`config.mk`:
```
export PLATFORM = sky130hd
export DESIGN_NAME = imm_encoder_loader
export DESIGN_NICKNAME = d
export VERILOG_FILES = /design/src/rtl/imm_encoder_loader.sv
export SDC_FILE = /design/constraint.sdc
export NUM_CORES = 1
export LEC_CHECK = 0
export BUFFER_PORTS_ARGS = -buffer_cell sky130_fd_sc_hd__buf_2
export CAP_MARGIN = 20
export CORE_UTILIZATION = 25
export DETAILED_ROUTE_END_ITERATION = 10
export HOLD_SLACK_MARGIN = 0.15
export SYNTH_ARGS = -nofsm -noshare
export SYNTH_HDL_FRONTEND = slang
export SYNTH_SLANG_ARGS = --single-unit
export TNS_END_PERCENT = 1
```
`constraint.sdc`:
```
create_clock -name clk -period 2.5 [get_ports clk]
set_input_delay 0.125 -clock clk [delete_from_list [all_inputs] [get_ports clk]]
set_output_delay 0.125 -clock clk [all_outputs]
set_load 0.01 [all_outputs]
```
`src/rtl/imm_encoder_loader.sv`:
```
// Program loader: scatters a 32-bit immediate into the I/S/B/U/J field positions
// of a base instruction word and streams the results into IMEM from address 0.
module imm_encoder_loader #(
    parameter int ADDR_W = 8
) (
    input  logic              clk,
    input  logic              reset,
    input  logic              Start,
    input  logic              InValid,
    output logic              InReady,
    input  logic [2:0]        ImmSrc,
    input  logic [31:0]       BaseInstr,
    input  logic [31:0]       Imm,
    input  logic              Last,
    output logic              ImemWE,
    output logic [ADDR_W-1:0] ImemAddr,
    output logic [31:0]       ImemWD,
    output logic              Busy,
    output logic              Done,
    output logic              Error,
    output logic [1:0]        ErrCode,
    output logic [ADDR_W:0]   WordCount
);

    typedef enum logic [1:0] {
        S_IDLE = 2'd0,
        S_RUN  = 2'd1,
        S_DONE = 2'd2,
        S_ERR  = 2'd3
    } state_t;

    localparam logic [ADDR_W-1:0] ADDR_TOP = {ADDR_W{1'b1}};
    localparam logic [ADDR_W-1:0] ADDR_ONE = {{(ADDR_W-1){1'b0}}, 1'b1};
    localparam logic [ADDR_W:0]   WC_MAX   = {1'b1, {ADDR_W{1'b0}}};
    localparam logic [ADDR_W:0]   WC_ONE   = {{ADDR_W{1'b0}}, 1'b1};

    // The base word's own immediate-field bits are dropped by construction.
    function automatic logic [31:0] encode_instr(input logic [2:0]  src,
                                                 input logic [31:0] base,
                                                 input logic [31:0] imm);
        logic [31:0] res;
        case (src)
            3'd0:    res = {imm[11:0], base[19:0]};
            3'd1:    res = {imm[11:5], base[24:12], imm[4:0], base[6:0]};
            3'd2:    res = {imm[12], imm[10:5], base[24:12], imm[4:1], imm[11], base[6:0]};
            3'd3:    res = {imm[31:12], base[11:0]};
            3'd4:    res = {imm[20], imm[10:1], imm[11], imm[19:12], base[11:0]};
            default: res = base;
        endcase
        return res;
    endfunction

    function automatic logic range_bad(input logic [2:0]  src,
                                       input logic [31:0] imm);
        logic bad;
        case (src)
            3'd0, 3'd1: bad = !((&imm[31:11]) | ~(|imm[31:11]));
            3'd2:       bad = !((&imm[31:12]) | ~(|imm[31:12])) | imm[0];
            3'd3:       bad = |imm[11:0];
            3'd4:       bad = !((&imm[31:20]) | ~(|imm[31:20])) | imm[0];
            default:    bad = 1'b0;
        endcase
        return bad;
    endfunction

    state_t            r_state;
    state_t            w_state_nxt;
    logic              r_in_ready;
    logic              w_ready_nxt;
    logic [1:0]        r_err_code;
    logic [1:0]        w_code_nxt;
    logic              w_write_go;
    logic              w_accept;
    logic              w_illegal;
    logic              w_range_err;
    logic              w_at_top;
    logic              r_we;
    logic [31:0]       r_wd;
    logic [ADDR_W-1:0] r_waddr;
    logic [ADDR_W-1:0] r_wptr;
    logic [ADDR_W:0]   r_wcount;
    logic              r_last_pend;
    logic              r_ovf_pend;

    assign w_accept    = InValid & r_in_ready;
    assign w_illegal   = (ImmSrc > 3'd4);
    assign w_range_err = range_bad(ImmSrc, Imm);
    assign w_at_top    = (r_wptr == ADDR_TOP);

    // Next-state, error code and write-enable decision.
    always_comb begin
        w_state_nxt = r_state;
        w_code_nxt  = r_err_code;
        w_write_go  = 1'b0;
        case (r_state)
            S_IDLE: w_state_nxt = S_IDLE;
            S_RUN: begin
                if (r_last_pend) begin
                    w_state_nxt = S_DONE;
                end else if (r_ovf_pend) begin
                    w_state_nxt = S_ERR;
                    w_code_nxt  = 2'b11;
                end else if (w_accept) begin
                    if (w_illegal) begin
                        w_state_nxt = S_ERR;
                        w_code_nxt  = 2'b10;
                    end else if (w_range_err) begin
                        w_state_nxt = S_ERR;
                        w_code_nxt  = 2'b01;
                    end else begin
                        w_write_go  = 1'b1;
                    end
                end else begin
                    w_state_nxt = S_RUN;
                end
            end
            S_DONE:  w_state_nxt = S_DONE;
            S_ERR:   w_state_nxt = S_ERR;
            default: w_state_nxt = S_IDLE;
        endcase
        if (Start) begin
            w_state_nxt = S_RUN;
            w_code_nxt  = 2'b00;
            w_write_go  = 1'b0;
        end else begin
            w_write_go  = w_write_go;
        end
        // Ready drops for the write cycle that ends a session (Last or top address).
        w_ready_nxt = (w_state_nxt == S_RUN) && !(w_write_go && (Last || w_at_top));
    end

    // Control state register.
    always_ff @(posedge clk or posedge reset) begin
        if (reset) begin
            r_state    <= S_IDLE;
            r_in_ready <= 1'b0;
            r_err_code <= 2'b00;
        end else begin
            r_state    <= w_state_nxt;
            r_in_ready <= w_ready_nxt;
            r_err_code <= w_code_nxt;
        end
    end

    // Write port, address pointer and word counter.
    always_ff @(posedge clk or posedge reset) begin
        if (reset) begin
            r_we        <= 1'b0;
            r_wd        <= 32'h0000_0000;
            r_waddr     <= {ADDR_W{1'b0}};
            r_wptr      <= {ADDR_W{1'b0}};
            r_wcount    <= {(ADDR_W+1){1'b0}};
            r_last_pend <= 1'b0;
            r_ovf_pend  <= 1'b0;
        end else begin
            r_we        <= w_write_go;
            r_last_pend <= w_write_go & Last;
            r_ovf_pend  <= w_write_go & ~Last & w_at_top;
            if (Start) begin
                r_waddr  <= {ADDR_W{1'b0}};
                r_wptr   <= {ADDR_W{1'b0}};
                r_wcount <= {(ADDR_W+1){1'b0}};
            end else begin
                if (w_write_go) begin
                    r_wd    <= encode_instr(ImmSrc, BaseInstr, Imm);
                    r_waddr <= r_wptr;
                    r_wptr  <= w_at_top ? r_wptr : (r_wptr + ADDR_ONE);
                end else begin
                    r_wptr  <= r_wptr;
                end
                if (r_we && (r_wcount != WC_MAX)) begin
                    r_wcount <= r_wcount + WC_ONE;
                end else begin
                    r_wcount <= r_wcount;
                end
            end
        end
    end

    assign InReady   = r_in_ready;
    assign ImemWE    = r_we;
    assign ImemAddr  = r_waddr;
    assign ImemWD    = r_wd;
    assign Busy      = (r_state == S_RUN);
    assign Done      = (r_state == S_DONE);
    assign Error     = (r_state == S_ERR);
    assign ErrCode   = r_err_code;
    assign WordCount = r_wcount;

endmodule

```
==> impl_metrics.env <==
export IMPL_ys_ff_latch=65
export IMPL_vdd_ir_drop_max_v=0.000380
export IMPL_netlist_area_um2=3670
export IMPL_htree_levels=3
export IMPL_initial_core_util_pct=26.1
export IMPL_ys_warn_count=0
export IMPL_dpl_hpwl_um=8210
export IMPL_maxSlewViolCount=0
export IMPL_critPathTopFamily="simple AND/OR/NAND/NOR gates"
export IMPL_die_h_um=123
export IMPL_p_int_mw=2.76
export IMPL_yosysSeqAreaShare_pct=44.3
export IMPL_io_pins=128
export IMPL_cts_setup_buffers=0
export IMPL_r2r_end="ImemWD[4]$_DFFE_PP0P_"
export IMPL_placementRows=43
export IMPL_cp_start_kind="register"
export IMPL_grt_max_degree=36
export IMPL_routed_wl_met2_um=5200
export IMPL_synth_edff_count=0
export IMPL_fin_crit_ps=2390
export IMPL_grt_pass1_vias=3343
export IMPL_p_leak_nw=2.36
export IMPL_powerDensity_nw_per_um2=748
export IMPL_synth_top_area_share_pct=44.3
export IMPL_syn_to_final_growth_pct=39.1
export IMPL_switching_share_pct=27.8
export IMPL_gp_congestion=0.897
export IMPL_status="finished, final reports clean"
export IMPL_crit_buf_inv=1
export IMPL_skew_ps=1.83
export IMPL_synth_area_leaders="dfrtp_1, mux2_2, nor2_1"
export IMPL_core_area_um2=14100
export IMPL_syn_inst=374
export IMPL_clk_insertion_delay_late_ps=330
export IMPL_comb_power_share_pct=24.9
export IMPL_fmaxAchievable_mhz=418
export IMPL_port_buffers=127
export IMPL_wl_met3_um=1040
export IMPL_clk_path_buf_depth=2
export IMPL_min_from="BaseInstr[19]"
export IMPL_required_ps=2710
export IMPL_cpPeakStageDelay_ps=530
export IMPL_cts_buffers=9
export IMPL_cts_tree="built"
export IMPL_die_area_um2=15200
export IMPL_wl_per_cell_um=15.7
export IMPL_p_sw_mw=1.06
export IMPL_finalInstanceArea_um2=5110
export IMPL_cts_sinks=65
export IMPL_first_pass_iters=4
export IMPL_routed_wl_um=11200
export IMPL_num_vias=3501
export IMPL_grt_pass1_wl_um=17000
export IMPL_detailed_place_area_um2=4590
export IMPL_layout_drive_gt1_share_pct=39.6
export IMPL_hp_class="in -> reg"
export IMPL_finalCritPeriodShare_pct=95.8
export IMPL_drt_iter0_markers=220
export IMPL_p_seq_share_pct=37.1
export IMPL_cp_arrival_ps=2610
export IMPL_worst_slew_pin_slew_ps=744
export IMPL_synth_main_ff_cell="dfrtp_1"
export IMPL_hold_viol=0
export IMPL_drt_vias_per_instance=4.93
export IMPL_syn_num_nets=449
export IMPL_p_total_mw=3.82
export IMPL_grt_overflow=0
export IMPL_synthArstFlopShare_pct=100
export IMPL_clk_pin_slew_ps=50
export IMPL_die_x_um=123
export IMPL_pre_cts_ws_ps=-19.0
export IMPL_track_usage_pct=14.9
export IMPL_synth_most_common_cell="dfrtp_1"
export IMPL_clock_power_share_pct=38.1
export IMPL_syn_area_per_cell_um2=9.82
export IMPL_holdBufCountCts=17
export IMPL_reg2reg_slack_ps=110
export IMPL_yosys_top_cells_count="dfrtp_1, mux2_2, nor2_1"
export IMPL_finish_utilization_pct=36.2
export IMPL_worstPathMaxFanout=32
export IMPL_worstReg2RegStart="r_state[1]$_DFF_PP0_"
export IMPL_tns_ps=0
export IMPL_root_buffer="clkbuf_16"
export IMPL_crit_path_end_kind="register"
export IMPL_slew_limit_headroom_pct=50.3
export IMPL_fin_ws_ps=106
export IMPL_detail_route_antenna_nets=0
export IMPL_drc=0
export IMPL_cts_resized=0
export IMPL_yosysUniqueCellTypes=51
export IMPL_holdPathStages=3
export IMPL_synth_top_area_cell="dfrtp_1"
export IMPL_maxCapViolations=0
export IMPL_n_antenna_cell=0
export IMPL_holdPathEnd="ImemWD[19]$_DFFE_PP0P_"
export IMPL_crit_slowest_cell="or3b_2"
export IMPL_reg2reg_depth=6
export IMPL_path_class="reg -> reg"
export IMPL_grt_antenna_before_repair=0
export IMPL_crit_chain="or3b_2 > nor2_1 > nand2b_1 > nor4_4 > buf_12 > mux2_2"
export IMPL_setup_viol=0
export IMPL_wl_met1_um=4690
export IMPL_rsz0062_at_grt="false"
export IMPL_top_layer_used="met4"
export IMPL_nNetsFinal=600
-- power by group through the flow --
stage | registers [mW] | logic [mW] | clock network, mW
after global placement | 1.43 | 0.919 | 0
after floorplan | 1.54 | 0.385 | 0
after detailed placement | 1.44 | 0.940 | 0
after CTS | 1.42 | 0.964 | 1.51
final | 1.42 | 0.950 | 1.45
after global routing | 1.45 | 1.04 | 1.54
-- cells by family after synthesis --
family / Yosys count / share of synthesized area, %
AO/OA/AOI/OAI: 67 / 11.8
XOR/XNOR: 8 / 1.91
adder cells (fa/ha/maj): 3 / 1.02
buffers and inverters: 32 / 3.92
flip-flops: 65 / 44.3
multiplexers: 51 / 15.5
AND/OR/NAND/NOR: 148 / 21.7
-- per-stage QoR --
step | hold WS [ps] | cells
CTS | 151 | 710
global route | 168 | 710
global placement | 299 | 677
finish | 166 | 710
detailed placement | 296 | 677
floorplan | 198 | 374
-- metal layers --
layer | up-vias | global-route usage, %
met3 | 18 | 5.07
met1 | 1642 | 18.1
li1 | 1671 | -
met5 | - | 0
met4 | 0 | 4.82
met2 | 170 | 24.5
-- state kept, by name (all words and copies together) (netlist names) --
| signal | count |
|---|---|
| ImemWD | 32 |
| ImemAddr | 8 |
| ImemWE | 1 |
| r_wptr | 8 |
| WordCount | 9 |
| r_state | 2 |
| InReady | 1 |
| r_last_pend | 1 |
| r_ovf_pend | 1 |
| ErrCode | 2 |
-- cell usage in the layout, fill, tap and decap left out, types with 8 or more instances in the layout --
cell and count:
inv_1 9, dlygate4sd3_1 17, nand2_1 23, nand4_1 9, nor4_1 13, o21ai_0 8, mux2_2 38, buf_4 16
mux2_1 8, buf_2 127, nor2b_1 12, clkbuf_16 9, a21oi_1 23, dfrtp_1 65, nor3_1 9, o31ai_1 8
nand3_1 22, nor2_1 36
-- how the worst max path moves through the flow --
stage / from / endpoint / depth (start not counted)
floorplan: r_state[1]$_DFF_PP0_ / ImemWD[0]$_DFFE_PP0P_ / 6
global placement: Imm[19] / ImemWD[9]$_DFFE_PP0P_ / 8
finish: r_state[1]$_DFF_PP0_ / ImemWD[4]$_DFFE_PP0P_ / 6
CTS: r_state[1]$_DFF_PP0_ / ImemWD[4]$_DFFE_PP0P_ / 6
detailed placement: Imm[19] / ImemWD[19]$_DFFE_PP0P_ / 8
global route: r_state[1]$_DFF_PP0_ / ImemWD[26]$_DFFE_PP0P_ / 6
-- cell type report --
cell class	instances	area, um2
clock buffers	11	243
multi-input cells	277	1910
well taps	180	225
clock inverters	5	103
fillers	1433	8990
repair buffers	162	966
inverters	10	37.5
flip-flops and latches	65	1630
-- worst register-to-register path: cells and delay by family (launching register included) --
kind / cells / cell delay [ps]
buffers and inverters: 1 / 260
flip-flops: 1 / 420
multiplexers: 1 / 380
AND/OR/NAND/NOR: 4 / 1210
Power figures use the tool's default switching activity.
